### src/rtl/ram_bist_ctrl_if.sv
// RAM pin bundle between the BIST controller (master) and the single-port RAM (slave).
// Controller drives SEL/Din/Addr; the RAM returns Dout one cycle after a read address.
interface ram_bist_ctrl_if #(
    parameter int ADDR_LENGTH = 2,
    parameter int DATA_LENGTH = 4
);
    logic                   mem_sel;
    logic [DATA_LENGTH-1:0] mem_din;
    logic [ADDR_LENGTH-1:0] mem_addr;
    logic [DATA_LENGTH-1:0] mem_dout;

    modport master (output mem_sel, output mem_din, output mem_addr, input mem_dout);
    modport slave  (input mem_sel, input mem_din, input mem_addr, output mem_dout);
endinterface

### src/rtl/ram_bist_ctrl.sv
// March-free BIST controller: writes seed ^ addr to every RAM location, reads it all back,
// and reports pass/fail, mismatch count and the first failing address.
module ram_bist_ctrl #(
    parameter int ADDR_LENGTH = 2,
    parameter int DATA_LENGTH = 4
) (
    input  logic                   clk,
    input  logic                   reset,
    // start is a one-cycle request honoured only in IDLE or DONE; done is a level that
    // stays high until the next accepted start or reset (no ready/valid back-pressure).
    input  logic                   start,
    input  logic [DATA_LENGTH-1:0] seed,
    ram_bist_ctrl_if.master        mem,
    output logic                   busy,
    output logic                   done,
    output logic                   pass,
    output logic [ADDR_LENGTH:0]   err_count,
    output logic [ADDR_LENGTH-1:0] first_err_addr,
    output logic [2:0]             state
);
    localparam logic [ADDR_LENGTH-1:0] LAST_ADDR = ADDR_LENGTH'((1 << ADDR_LENGTH) - 1);
    localparam logic [ADDR_LENGTH:0]   ERR_ONE   = (ADDR_LENGTH+1)'(1);

    typedef enum logic [2:0] {
        S_IDLE  = 3'd0,
        S_WRITE = 3'd1,
        S_READ  = 3'd2,
        S_DRAIN = 3'd3,
        S_DONE  = 3'd4
    } state_t;

    state_t                 state_q, state_d;
    logic [ADDR_LENGTH-1:0] addr_q, addr_d;
    logic [DATA_LENGTH-1:0] seed_q;
    logic                   cmp_v;
    logic [ADDR_LENGTH-1:0] cmp_a;
    logic                   start_acc;
    logic                   mismatch;

    function automatic logic [DATA_LENGTH-1:0] pattern(input logic [DATA_LENGTH-1:0] s,
                                                       input logic [ADDR_LENGTH-1:0] a);
        return s ^ DATA_LENGTH'(a);
    endfunction

    assign state     = state_q;
    assign mismatch  = cmp_v && (mem.mem_dout != pattern(seed_q, cmp_a));
    assign pass      = (state_q == S_DONE) && (err_count == '0);

    always_comb begin
        state_d      = state_q;
        addr_d       = addr_q;
        start_acc    = 1'b0;
        busy         = 1'b0;
        done         = 1'b0;
        mem.mem_sel  = 1'b0;
        mem.mem_din  = '0;
        mem.mem_addr = '0;
        case (state_q)
            S_IDLE, S_DONE: begin
                done = (state_q == S_DONE);
                if (start) begin
                    start_acc = 1'b1;
                    addr_d    = '0;
                    state_d   = S_WRITE;
                end
            end
            S_WRITE: begin
                busy         = 1'b1;
                mem.mem_sel  = 1'b1;
                mem.mem_addr = addr_q;
                mem.mem_din  = pattern(seed_q, addr_q);
                addr_d       = addr_q + 1'b1;
                if (addr_q == LAST_ADDR) state_d = S_READ;
            end
            S_READ: begin
                busy         = 1'b1;
                mem.mem_addr = addr_q;
                addr_d       = addr_q + 1'b1;
                if (addr_q == LAST_ADDR) state_d = S_DRAIN;
            end
            S_DRAIN: begin
                // Last read's data arrives now; compare it before reporting.
                busy    = 1'b1;
                state_d = S_DONE;
            end
            default: state_d = S_IDLE;
        endcase
    end

    always_ff @(posedge clk) begin
        if (reset) begin
            state_q        <= S_IDLE;
            addr_q         <= '0;
            seed_q         <= '0;
            cmp_v          <= 1'b0;
            cmp_a          <= '0;
            err_count      <= '0;
            first_err_addr <= '0;
        end else begin
            state_q <= state_d;
            addr_q  <= addr_d;
            cmp_v   <= (state_q == S_READ);
            cmp_a   <= addr_q;
            if (start_acc) begin
                seed_q         <= seed;
                err_count      <= '0;
                first_err_addr <= '0;
            end else if (mismatch) begin
                err_count <= err_count + ERR_ONE;
                if (err_count == '0) first_err_addr <= cmp_a;
            end
        end
    end
endmodule

### src/flat_wrapper.sv
// flat-port wrapper written by rule: the top's interface ports become plain ports
module ram_bist_ctrl_flat 
#(
    parameter int ADDR_LENGTH = 2,
    parameter int DATA_LENGTH = 4
)
  (clk, reset, start, seed, busy, done, pass, err_count, first_err_addr, state, mem_mem_sel, mem_mem_din, mem_mem_addr, mem_mem_dout);
  ram_bist_ctrl_if #(.ADDR_LENGTH(ADDR_LENGTH), .DATA_LENGTH(DATA_LENGTH)) mem_i ();
  input  logic clk;
  input  logic reset;
  input  logic start;
  input  logic [DATA_LENGTH-1:0] seed;
  output logic busy;
  output logic done;
  output logic pass;
  output logic [ADDR_LENGTH:0] err_count;
  output logic [ADDR_LENGTH-1:0] first_err_addr;
  output logic [2:0] state;
  output wire logic [$bits(mem_i.mem_sel)-1:0] mem_mem_sel;
  output wire logic [$bits(mem_i.mem_din)-1:0] mem_mem_din;
  output wire logic [$bits(mem_i.mem_addr)-1:0] mem_mem_addr;
  input wire logic [$bits(mem_i.mem_dout)-1:0] mem_mem_dout;
  assign mem_mem_sel = mem_i.mem_sel;
  assign mem_mem_din = mem_i.mem_din;
  assign mem_mem_addr = mem_i.mem_addr;
  assign mem_i.mem_dout = mem_mem_dout;
  ram_bist_ctrl #(.ADDR_LENGTH(ADDR_LENGTH), .DATA_LENGTH(DATA_LENGTH)) u_core (.clk(clk), .reset(reset), .start(start), .seed(seed), .mem(mem_i), .busy(busy), .done(done), .pass(pass), .err_count(err_count), .first_err_addr(first_err_addr), .state(state));
endmodule
### config.mk
export PLATFORM = sky130hd
export DESIGN_NAME = ram_bist_ctrl_flat
export DESIGN_NICKNAME = d
export VERILOG_FILES = /design/src/rtl/ram_bist_ctrl_if.sv /design/src/rtl/ram_bist_ctrl.sv /design/src/flat_wrapper.sv
export SDC_FILE = /design/constraint.sdc
export NUM_CORES = 1
export LEC_CHECK = 0
export ABC_CLOCK_PERIOD_IN_PS = 1500
export BUFFER_PORTS_ARGS = -buffer_cell sky130_fd_sc_hd__buf_2
export CELL_PAD_IN_SITES_DETAIL_PLACEMENT = 1
export CELL_PAD_IN_SITES_GLOBAL_PLACEMENT = 1
export CORE_MARGIN = 2
export CORE_UTILIZATION = 33
export CTS_CLUSTER_SIZE = 28
export DETAILED_ROUTE_END_ITERATION = 8
export GPL_ROUTABILITY_DRIVEN = 0
export GPL_TIMING_DRIVEN = 0
export HOLD_SLACK_MARGIN = 0.06
export MAX_ROUTING_LAYER = met4
export PLACE_DENSITY = 0.77
export SLEW_MARGIN = 30
export SYNTH_ARGS = -nofsm -noshare
export SYNTH_HDL_FRONTEND = slang
export SYNTH_SLANG_ARGS = --single-unit
### constraint.sdc
create_clock -name clk -period 1.5 [get_ports clk]
set_clock_uncertainty 0.05 [all_clocks]
set_input_delay 0.3 -clock clk [delete_from_list [all_inputs] [get_ports clk]]
set_output_delay 0.3 -clock clk [all_outputs]
set_load 0.005 [all_outputs]
Yosys cells after proc, flatten, opt, wreduce, memory -nomap -nowiden
Index checks and enable logic that the tools add are counted.

word-level totals
  ROM bits = 0
  bits in latches = 0
  memories kept = 0
  logic and storage cells = 45
  input port bits = 11
  output and inout bits = 18
  register bits after elaboration = 17
  memory bits (writable) = 0

operators by class
  multiplexer cells = 13
  $mul = 0
  div/mod/pow operators = 0
  $lt $le $gt $ge = 0
  equal/unequal tests = 9
  bitwise operators = 2
  shifts and indexed selects = 0
  reduce and logical (&&, ||, !) cells = 12
  add/subtract/negate cells = 2

operators with widths
  kind                                                                     count
  3-bit case mux with 4 select lines                                       1
  3-bit two-way mux                                                        3
  4-bit by 2-bit bitwise XOR with 4-bit output                             2
  3-bit by 2-bit == test with 1-bit output, second input constant          2
  3-bit zero test                                                          2
  2-bit OR reduction                                                       3
  1-bit two-way mux                                                        5
  2-bit two-way mux                                                        2
  4-bit two-way mux                                                        1
  2-bit by 1-bit inequality test with 1-bit output, second input constant  2
  4-bit inequality test                                                    1
  2-bit case mux with 2 select lines                                       1
  2-bit AND reduction                                                      2
  3-bit by 1-bit adder with 3-bit output, second input constant            1
  3-bit by 1-bit == test with 1-bit output, second input constant          1
  3-bit == test, second input constant                                     1
  3-bit AND reduction                                                      1
  3-bit OR reduction                                                       1
  2-bit by 1-bit adder with 2-bit output, second input constant            1
  2-bit == test, second input constant                                     1
  1-bit logical AND                                                        2
  2-bit inequality test, second input constant                             1
  2-bit nonzero test                                                       1

Logic depth before layout (Yosys ltp)
  depth in word-level cells = 4
  depth in mapped cells = 5

Worst setup path after synthesis
No wires, ideal clock.

  path type = register to register
  start = reg u_core.cmp_a[0]
  end = reg u_core.err_count[1]
  setup slack = -0.184 ns
  data arrival time = 1.496 ns
  cell stages (with the launch flop) = 5
  data required time = 1.312 ns
  path through = dfxtp_1 -> xor3_2 -> o41ai_4 -> mux2i_1 -> nor3_2

on the way
  cells in the longest elaborated chain, start to end = 3

RTL lines
  item                                          RTL line              text
  start: declaration                            ram_bist_ctrl.sv:36   logic [ADDR_LENGTH-1:0] cmp_a;
  start signal: assignment                      ram_bist_ctrl.sv:103  cmp_a <= addr_q;
  4-bit by 2-bit bitwise XOR with 4-bit output  ram_bist_ctrl.sv:42   return s ^ DATA_LENGTH'(a);
  4-bit inequality test                         ram_bist_ctrl.sv:46   assign mismatch = cmp_v && (mem.mem_dout != pattern(seed_q, cmp_a));
  1-bit logical AND                             ram_bist_ctrl.sv:46
  end signal: assignment                        ram_bist_ctrl.sv:109  err_count <= err_count + ERR_ONE;
  end: declaration                              ram_bist_ctrl.sv:17   output logic [ADDR_LENGTH:0] err_count,

Every way passes these cells.
A chain may end at the register's enable or synchronous reset.

Worst setup path in the final report
  start = reg u_core.cmp_a[1]
  end = reg u_core.err_count[1]

Same word-level chain as after synthesis.

==> impl_metrics.yaml <==
outcome:
  status: "finished, violations left"
  violations: "negative setup slack"
timing:
  whs_ns: 0.170
  hold_viol: 0
  slew_viol_final: 0
  finalCriticalPeriod_ns: 1.72
  worst_pin_slew_ns: 0.517
  relSlewSlack: 0.656
  timing.final.ws_setup_ns: -0.217
  finalCritPeriodShare: 1.14
  setup_viol: 14
  max_freq_mhz: 583
  rsz0062_at_grt: "yes"
power_and_ir_drop:
  powerDensity_nw_per_um2: 681
  swShare: 0.290
  power_frac_seq: 0.498
  power_w: 0.000968
  peakVddDrop_mv: 0.510
  p_leak_nw: 0.655
  clock_power_share: 0.272
  pwr-share-comb: 0.230
  p_int_w: 0.000687
  p_sw_w: 0.000281
routing:
  drtIter0Drc: 9
  vias: 916
  wl_um: 2840
  wl_per_cell_um: 15.6
  drc: 0
  firstDrtPassIters: 4
  via_per_inst: 5.03
  antenna_left: 0
yosys:
  ys.warnings.count: 0
  synth-async-reset-ratio: 0
  synth_cell_types: 31
  synthTopCellsByArea: "dfxtp_1 (37%), mux2i_1 (8.6%), nor2_1 (6.1%)"
  avgSynthCellArea_um2: 9.09
  synth_flop_cell: "dfxtp_1"
  ys_ff_latch: 17
  synth_cells: 102
  ys_seq_area_frac: 0.367
  yosysTopAreaCell: "dfxtp_1"
  synth-edff-count: 0
  syn_nets: 116
  syn_area_um2: 927
  synth_top_area_share: 0.367
worst_setup_path:
  ff2ff_setup_slack_ns: -0.22
  setup.worst_path.start_class: "flip-flop"
  cp_max_fo: 5
  cp-startpoint: "u_core.cmp_a[1]$_SDFF_PP0_"
  worst_ep_required_time_ns: 1.63
  r2r-start: "u_core.cmp_a[1]$_SDFF_PP0_"
  rr_endpoint: "u_core.err_count[1]$_SDFFE_PP0P_"
  crit_path_end: "u_core.err_count[1]$_SDFFE_PP0P_"
  critPathCaptureType: "flip-flop"
  criticalPathCategory: "flip-flop to flip-flop"
  reg2reg_depth: 5
  worstPathArrival_ns: 1.85
worst_hold_path:
  whs_path_depth: 3
  min_path_type: "input port to flip-flop"
placed_design:
  port_buffers: 28
  hpwl_um: 1810
  dp_cells: 161
clock_network:
  worstSkewPairLatency_ns: 0.31
  cts_buffers: 3
  path_clk_slew_ns: 0.11
  cts_tree: "built"
  cts_buffer_depth: 2
  cts_sinks: 17
  cts_hold_buf: 0
  cts_max_level: 1
  root_buffer: "clkbuf_4"
die:
  start_util: 0.342
  ios: 29
  core_um2: 2710
  dieHeight_um: 57.0
  die_w_um: 57.0
  rows: 19
  dieArea_um2: 3250
grt:
  grt_overflow: 0
  grt_max_degree: 11
  antenna_found_initial: 0
  grt_usage: 0.179
  grt_first_pass_wirelength_um: 4210
  grt_pass1_vias: 926
layout:
  drive_above_1_share: 0.570
  nNetsFinal: 166
  nFillCells: 343
  antenna_cells: 0
  fin_cells: 182
  area_growth_pct: 53.3
job:
  cap_violations: 0
cell type report:
type / count / area [µm²] / area share
tap: 31 / 38.8 / 0.0273
multi-input combinational: 72 / 629 / 0.443
inverter: 9 / 38.8 / 0.0273
clock buffer: 4 / 26.3 / 0.0185
buffer: 3 / 32.5 / 0.0229
sequential: 17 / 357 / 0.251
timing repair buffer: 46 / 299 / 0.210
worst max-delay path, cell delays in order (launching register included):
cell and delay, ns:
dfxtp_2 0.34, xor3_2 0.39, o41ai_4 0.34, buf_4 0.20, mux2i_2 0.23, nor3_2 0.05
registers in the layout, summed over array words and instances, names as in the netlist:
| register | flops |
|---|---|
| u_core.addr_q | 2 |
| u_core.err_count | 3 |
| u_core.state | 3 |
| u_core.cmp_v | 1 |
| u_core.seed_q | 4 |
| u_core.cmp_a | 2 |
| u_core.first_err_addr | 2 |
layer usage:
metal / share of wire / vias up / track usage
met5: 0 / - / -
met4: 0.019 / 0 / 0.103
met3: 0.037 / 4 / 0.0476
met2: 0.56 / 17 / 0.309
met1: 0.38 / 452 / 0.180
li1: - / 443 / -
power groups by stage:
stage,logic (W),registers [W],clock network [W]
2_1_floorplan,0.000105,0.000488,0
3_3_place_gp,0.000147,0.000491,0
3_5_place_dp,0.000153,0.000492,0
4_1_cts,0.000193,0.000483,0.000265
5_1_grt,0.000239,0.000485,0.000299
6_report,0.000223,0.000483,0.000263
cell usage in the layout, fill, tap and decap left out, types with 2 or more instances in the layout:
cell	count
a21oi_1	3
and2_1	2
and3_4	2
buf_2	26
buf_4	15
buf_6	5
clkbuf_1	2
clkbuf_4	3
dfxtp_1	8
dfxtp_2	7
dfxtp_4	2
ha_1	3
inv_1	7
inv_4	2
mux2i_1	7
nand2_1	5
nand2_2	3
nor2_1	11
nor2_4	3
nor2b_1	2
nor3_1	3
nor3_2	2
xnor2_1	3
xor2_2	2
xor3_2	2
worst min-delay path by stage:
stage	startpoint	endpoint	slack, ns
6_report	seed[2]	u_core.seed_q[2]$_SDFFE_PP0P_	0.17
5_1_grt	reset	u_core.err_count[0]$_SDFFE_PP0P_	0.18
4_1_cts	seed[2]	u_core.seed_q[2]$_SDFFE_PP0P_	0.18
3_5_place_dp	u_core.first_err_addr[0]$_SDFFE_PP0P_	u_core.first_err_addr[0]$_SDFFE_PP0P_	0.42
3_3_place_gp	u_core.first_err_addr[0]$_SDFFE_PP0P_	u_core.first_err_addr[0]$_SDFFE_PP0P_	0.39
2_1_floorplan	reset	u_core.err_count[0]$_SDFFE_PP0P_	0.32
cells in the mapped netlist (2+ instances only):
master / count
a21oi_1: 4
and2_1: 2
and3_1: 2
clkbuf_1: 3
dfxtp_1: 17
ha_1: 3
inv_1: 9
mux2i_1: 8
nand2_1: 9
nor2_1: 15
nor2b_1: 3
nor3_1: 3
nor3_2: 2
xnor2_1: 3
xor2_1: 2
xor3_2: 2
cells by family after synthesis:
family          after synthesis  share of synthesized area
mux                           8                     0.0864
xor+xnor                      7                      0.101
simple gates                 40                      0.220
fa+ha+maj                     3                     0.0405
compound gates               14                      0.131
buf+inv                      13                     0.0540
flops                        17                      0.367
metrics by stage:
| step | TNS, ns | worst slack [ns] | cell area [µm²] | util |
|---|---|---|---|---|
| after floorplan | -0.575 | -0.164 | 930 | - |
| after CTS | -1.79 | -0.217 | 1330 | 0.489 |
| after global routing | -2.94 | -0.247 | 1420 | 0.524 |
| after global placement | -3.01 | -0.350 | 1110 | 0.409 |
| final | -1.94 | -0.217 | 1420 | 0.524 |
| after detailed placement | -3.61 | -0.396 | 1110 | 0.409 |
what timing repair did:
action,in CTS,in global routing
setup buffers,13,5
pin swaps,12,6
gates resized for setup,32,18
endpoints found under the setup margin,21,21
Note: power is estimated with default switching activity, not from simulation.
